===== src/rtl/seg_scan_ctrl.sv =====
// seg_scan_ctrl: time-multiplexed 7-segment scan controller for up to 4
// common-anode digits. It inserts a blanking interval at the start of each
// digit slot. New data is applied only at frame boundaries (or immediately
// while idle), and each application is acknowledged with a single pulse.
//
// Ports:
//   clk, rst_n    - clock (posedge) and asynchronous active-low reset
//   en            - scan enable; low forces IDLE with the display dark
//   num_digits    - active digit count minus 1, latched at frame starts
//   digits_in     - four hex nibbles, digit k = digits_in[4k+3:4k]
//   dp_in         - decimal points, bit k = digit k, 1 = lit
//   load          - single-cycle request to capture digits_in/dp_in
//   load_ack      - one-cycle pulse when captured data becomes displayed
//   an, seg, dp   - active-low anodes, segments {g..a} and decimal point
//   digit_idx     - digit currently being scanned
//   frame_start   - one-cycle pulse on entry to the digit 0 slot
module seg_scan_ctrl #(
    parameter int unsigned PRESCALE = 50000,
    parameter int unsigned BLANK    = 16
) (
    input  logic        clk,
    input  logic        rst_n,
    input  logic        en,
    input  logic [1:0]  num_digits,
    input  logic [15:0] digits_in,
    input  logic [3:0]  dp_in,
    input  logic        load,
    output logic        load_ack,
    output logic [3:0]  an,
    output logic [6:0]  seg,
    output logic        dp,
    output logic [1:0]  digit_idx,
    output logic        frame_start
);

    localparam int unsigned   CW       = (PRESCALE > 1) ? $clog2(PRESCALE) : 1;
    localparam logic [CW-1:0] CNT_LAST = CW'(PRESCALE - 1);

    typedef enum logic [1:0] {S_IDLE, S_BLANK, S_SHOW} state_t;

    state_t        state;
    logic [CW-1:0] cnt;
    logic [1:0]    ndig;
    logic [15:0]   sh_dig, st_dig;
    logic [3:0]    sh_dp, st_dp;
    logic          pending;

    logic          slot_end, boundary, nxt_show;
    logic [1:0]    nxt_idx;
    logic [CW-1:0] nxt_cnt;
    logic [15:0]   nxt_dig;
    logic [3:0]    nxt_dp;

    function automatic logic [6:0] decode(input logic [3:0] h);
        case (h)
            4'h0: decode = 7'h40;  4'h1: decode = 7'h79;
            4'h2: decode = 7'h24;  4'h3: decode = 7'h30;
            4'h4: decode = 7'h19;  4'h5: decode = 7'h12;
            4'h6: decode = 7'h02;  4'h7: decode = 7'h78;
            4'h8: decode = 7'h00;  4'h9: decode = 7'h10;
            4'hA: decode = 7'h08;  4'hB: decode = 7'h03;
            4'hC: decode = 7'h46;  4'hD: decode = 7'h21;
            4'hE: decode = 7'h06;  default: decode = 7'h0E;
        endcase
    endfunction

    // Next slot position and the shadow contents that will be visible after
    // this edge; registered outputs are decoded from these so that an/seg/dp
    // always match the state they are registered with.
    always_comb begin
        slot_end = (state != S_IDLE) && en && (cnt == CNT_LAST);
        boundary = slot_end && (digit_idx == ndig);

        nxt_dig = sh_dig;
        nxt_dp  = sh_dp;
        if (load && (state == S_IDLE || boundary)) begin
            // Idle or boundary-cycle loads bypass staging.
            nxt_dig = digits_in;
            nxt_dp  = dp_in;
        end else if (boundary && pending) begin
            nxt_dig = st_dig;
            nxt_dp  = st_dp;
        end

        if (state == S_IDLE || slot_end) begin
            nxt_idx  = (state == S_IDLE || boundary) ? 2'd0 : digit_idx + 2'd1;
            nxt_cnt  = '0;
            nxt_show = (BLANK == 0);
        end else begin
            nxt_idx  = digit_idx;
            nxt_cnt  = cnt + 1'b1;
            nxt_show = (32'(cnt) + 32'd1) >= BLANK;
        end
    end

    always_ff @(posedge clk or negedge rst_n) begin
        if (!rst_n) begin
            state       <= S_IDLE;
            cnt         <= '0;
            digit_idx   <= '0;
            ndig        <= '0;
            sh_dig      <= '0;
            sh_dp       <= '0;
            st_dig      <= '0;
            st_dp       <= '0;
            pending     <= 1'b0;
            an          <= '1;
            seg         <= '1;
            dp          <= 1'b1;
            load_ack    <= 1'b0;
            frame_start <= 1'b0;
        end else begin
            load_ack    <= 1'b0;
            frame_start <= 1'b0;
            sh_dig      <= nxt_dig;
            sh_dp       <= nxt_dp;

            // A load that supersedes pending staging still yields one ack.
            if (load) begin
                if (state == S_IDLE || boundary) begin
                    load_ack <= 1'b1;
                    pending  <= 1'b0;
                end else begin
                    st_dig  <= digits_in;
                    st_dp   <= dp_in;
                    pending <= 1'b1;
                end
            end else if (boundary && pending) begin
                load_ack <= 1'b1;
                pending  <= 1'b0;
            end

            if (!en) begin
                state     <= S_IDLE;
                cnt       <= '0;
                digit_idx <= '0;
                an        <= '1;
                seg       <= '1;
                dp        <= 1'b1;
            end else begin
                state     <= nxt_show ? S_SHOW : S_BLANK;
                cnt       <= nxt_cnt;
                digit_idx <= nxt_idx;
                if (state == S_IDLE || boundary) begin
                    frame_start <= 1'b1;
                    ndig        <= num_digits;
                end
                an  <= nxt_show ? ~(4'b0001 << nxt_idx) : 4'hF;
                seg <= decode(nxt_dig[{nxt_idx, 2'b00} +: 4]);
                dp  <= ~nxt_dp[nxt_idx];
            end
        end
    end

endmodule


===== config.mk =====
export PLATFORM = sky130hd
export DESIGN_NAME = seg_scan_ctrl
export DESIGN_NICKNAME = d
export VERILOG_FILES = /design/src/rtl/seg_scan_ctrl.sv
export SDC_FILE = /design/constraint.sdc
export NUM_CORES = 1
export LEC_CHECK = 0
export ABC_AREA = 1
export BUFFER_PORTS_ARGS = -buffer_cell sky130_fd_sc_hd__buf_2
export CAP_MARGIN = 20
export CORE_MARGIN = 10
export CORE_UTILIZATION = 59
export CTS_CLUSTER_DIAMETER = 40
export DETAILED_ROUTE_END_ITERATION = 16
export PLACE_DENSITY = 0.81
export SYNTH_ARGS = -nofsm -noshare
export SYNTH_HDL_FRONTEND = slang
export SYNTH_SLANG_ARGS = --single-unit

===== constraint.sdc =====
create_clock -name clk -period 3.1 [get_ports clk]
set_clock_uncertainty 0.2 [all_clocks]
set_input_delay 0.62 -clock clk [delete_from_list [all_inputs] [get_ports clk]]
set_output_delay 0.62 -clock clk [all_outputs]
set_load 0.02 [all_outputs]

==> results.md <==
- Via density per instance: 5.441
- Register area share after synthesis: between 40 and 50%
- Max VDD drop: 257.7 uV
- P&R area growth vs syn: 19.26%
- Seq cells post-synth: 77
- Global-route wire length before repair: 16280 microns
- CTS H-tree depth: 3
- Syn Inst Count: roughly 500
- Yosys warning count: 0
- Top cell family by delay on the critical path: simple AND/OR/NAND/NOR gates
- Endpoints failing setup: 0
- Worst slack, placed: -0.05750 ns
- Final ANT Viol Nets: 0
- Initial antenna violation count: 0
- Nets@finish: around 600
- Width of the die: 103.7 microns
- Final hold vios: 0
- Worst Setup SP: cnt[1]
- Wire per inst: 15.13 microns
- Dpl cell area: between 4000 and 5000 sq um
- Crit path max-delay cell type: dfrtp_1
- TritonCTS clock tree: done
- End of the worst register-to-register path: seg[1]
- Fin area: ~5000 sq um
- Syn Area/Cell: between 8 and 9 sq um
- Buffers on Ports: 41
- Yosys cell types: 42
- Worst skew pair latency: 0.35 ns
- Initial core utilization: 60.81%
- Cell Count, Final, Fillers Out: around 660
- R2R Path Start: cnt[1]
- Status: finished, final reports clean
- Worst Tran Pin Value: 0.9727 ns
- Post-CTS Hold Fix Bufs: 0
- Most frequent CP cell: nand2_1
- Power Density: 517.8 nW/um^2
- WP data required: 3.18 ns
- Post-route DRC: 0
- Critical-path cell list: ha_2, nand2_2, nor2_4, nand3_2, nor2_4, nand3_4, nand2_8, nand2_8, buf_4, o211ai_1, nand2_1, nand2_1, nand3_1, nand2_2, ha_1, nand3_2, nor2_1, nor2_1, nand2_1
- Crit path buffers/inverters: 1
- Synthesized cell area: 4131 sq um
- Fmax: around 340 MHz
- Top-area cell type share of the netlist area: about two fifths
- Leading area contributor after synthesis: dfrtp_1
- Diodes inserted: 0
- CP Capture Type: flop
- Main area contributors after synthesis: dfrtp_1 (39%), nand2_1 (12%), dfstp_2 (7.6%)
- Fin. max-slew vios: 0
- Core Box Area: between 6000 and 7000 sq um
- Final Routed Wirelength: about 10000 microns
- FF-to-FF setup slack: around 0.15 ns
- Commonest non-fill, non-tap cells in the layout: nand2_1 (131), dfrtp_1 (65), nand3_1 (52)
- Vias in the first global route: between 3000 and 4000
- Layout cells sized above 1: roughly 28%
- GPL Wtd Cong: just under 0.9
- Worst setup path category: reg2reg
- Slack of the critical path: 0.1549 ns
- Slew headroom: about a third
- Die Height: 103.7 microns
- Final hold slack: between 0.15 and 0.2 ns
- Leakage power: 2.436 nW
- Rows: 30
- Die area: 10750 sq um
- CP arrival: just over 3 ns
- Total number of vias: 3613
- Total GRT Usage: around 18%
- Reg2Reg Depth: 19
- Largest net degree at the start of global routing: approximately 80
- Clk slew on worst S/H paths: 0.08 ns
- Sink Count: 77
- Commonest non-fill, non-tap cell in the layout: nand2_1
- Max Fanout on Critical Path: 7
- DR iter-0 viols: 224
- Max-Cap Viols: 0
- Worst Setup EP: seg[1]
- Hold Crit Class: in2async
- Drt pass-1 iters: 5
- HPWL after DPL: approximately 7000 microns
- Worst path depth: 19
- Clock tree buffer depth: 2
- Dpl cells: about 640
- Final worst path period share: a little over nine tenths
- Max incr delay on CP: between 0.4 and 0.5 ns
- I/O pin total: 42
- Min Clock Period, post-route: approximately 2.9 ns
- Num CTS Buffers: 9
- Root Driver: clkbuf_8
- CP Launch Type: flop
- Net Count, Synth: around 530
- Grt total ovfl: 0
[report_power, final]
group	leakage, nW	switching, mW	internal [mW]	total, mW
Clock	0.116	0.363	0.495	0.859
Combinational	1.38	0.350	0.192	0.541
Sequential	0.937	0.0402	1.11	1.15
[worst min-delay path by stage]
| stage | startpoint | to | slack, ns | cells past startpoint |
|---|---|---|---|---|
| after floorplan | rst_n | cnt[0] | 0.12 | 0 |
| after global placement | st_dig[4] | st_dig[4] | 0.26 | 2 |
| after global routing | rst_n | sh_dig[6] | 0.29 | 1 |
| final | rst_n | st_dp[1] | 0.20 | 1 |
| after CTS | rst_n | st_dp[1] | 0.26 | 1 |
| after detailed placement | st_dig[8] | st_dig[8] | 0.26 | 2 |
[synth_stat cells]
master and n:
nand2_1 135, dfrtp_1 65, nand3_1 55, nor2_1 43, inv_1 41, o21ai_0 20
dfstp_2 12, nand4_1 12, xor2_1 11, ha_1 8, nand3_2 8, inv_2 7
and2_1 6, clkbuf_1 5, nand2_2 5, nand2_4 5, nor2_2 5, buf_2 4
nor2_4 4, nor3_1 4, o211ai_1 4, or2_1 4, buf_4 3, buf_6 3
o211ai_2 3, a21oi_1 2, a21oi_2 2, mux2_2 2, nand3_4 2, o21a_1 2
xnor2_1 2, clkinv_1 1, inv_4 1, nor3_2 1, nor3b_1 1, o211a_1 1
o21ai_1 1, o21ai_2 1, o21ai_4 1, o22ai_1 1, o31ai_1 1, or2_0 1
[per-layer routing]
layer	wire, microns	vias up	share of wire (%)	GRT usage [%]
met1	4165	1740	41	20.89
met3	456	25	4.5	3.222
li1	-	1734	-	-
met5	0	-	0	0
met2	5196	114	52	31.44
met4	226	0	2.3	6.461
[flip-flops by register name, indices dropped and copies added (netlist names)]
name         flops
cnt             16
sh_dig          16
st_dig          16
seg              7
an               4
sh_dp            4
st_dp            4
digit_idx        2
ndig             2
state            2
dp               1
frame_start      1
load_ack         1
pending          1
[worst reg2reg max path: cells and delay by family, from the launching register on]
family / cells / cell delay (ns)
compound gates: 1 / 0.10
buf+inv: 1 / 0.15
flops: 1 / 0.41
fa+ha+maj: 2 / 0.47
simple gates: 15 / 1.56
[through the flow]
| step | power, mW | setup TNS [ns] | util [%] |
|---|---|---|---|
| after floorplan | 1.499 | 0 | - |
| after global placement | 1.644 | 0 | 66.67 |
| after detailed placement | 1.661 | -0.1497 | 66.67 |
| after CTS | 2.509 | 0 | 70.02 |
| after global routing | 2.682 | -0.1403 | 72.52 |
| final | 2.551 | 0 | 72.52 |
[area by class of cell]
type	instances	area [sq um]
Clock buffer	12	155.1
Clock inverter	4	70.07
Fill cell	508	1867
Inverter	50	192.7
Multi-Input combinational cell	354	2003
Sequential cell	77	1942
Tap cell	96	120.1
Timing Repair Buffer	71	444.2
[kinds of logic (layout without fill, tap and decap cells)]
family,count (synthesis),after routing,synth area share [%]
DFF,77,77,47.00
adders and majority gates,8,8,2.423
and+or+nand+nor,291,292,33.98
AOI/OAI and AO/OA,39,39,6.390
xor gates and xnor gates,13,13,2.756
muxes,2,2,0.5451
buffers and inverters,65,137,6.905
[repair_timing]
item	CTS	global route
gates resized for setup	1	22
pin swaps	0	8
buffers inserted	0	8
cloned	0	1
endpoints found under the setup margin	3	7
Note: power is estimated with default switching activity, not from simulation.
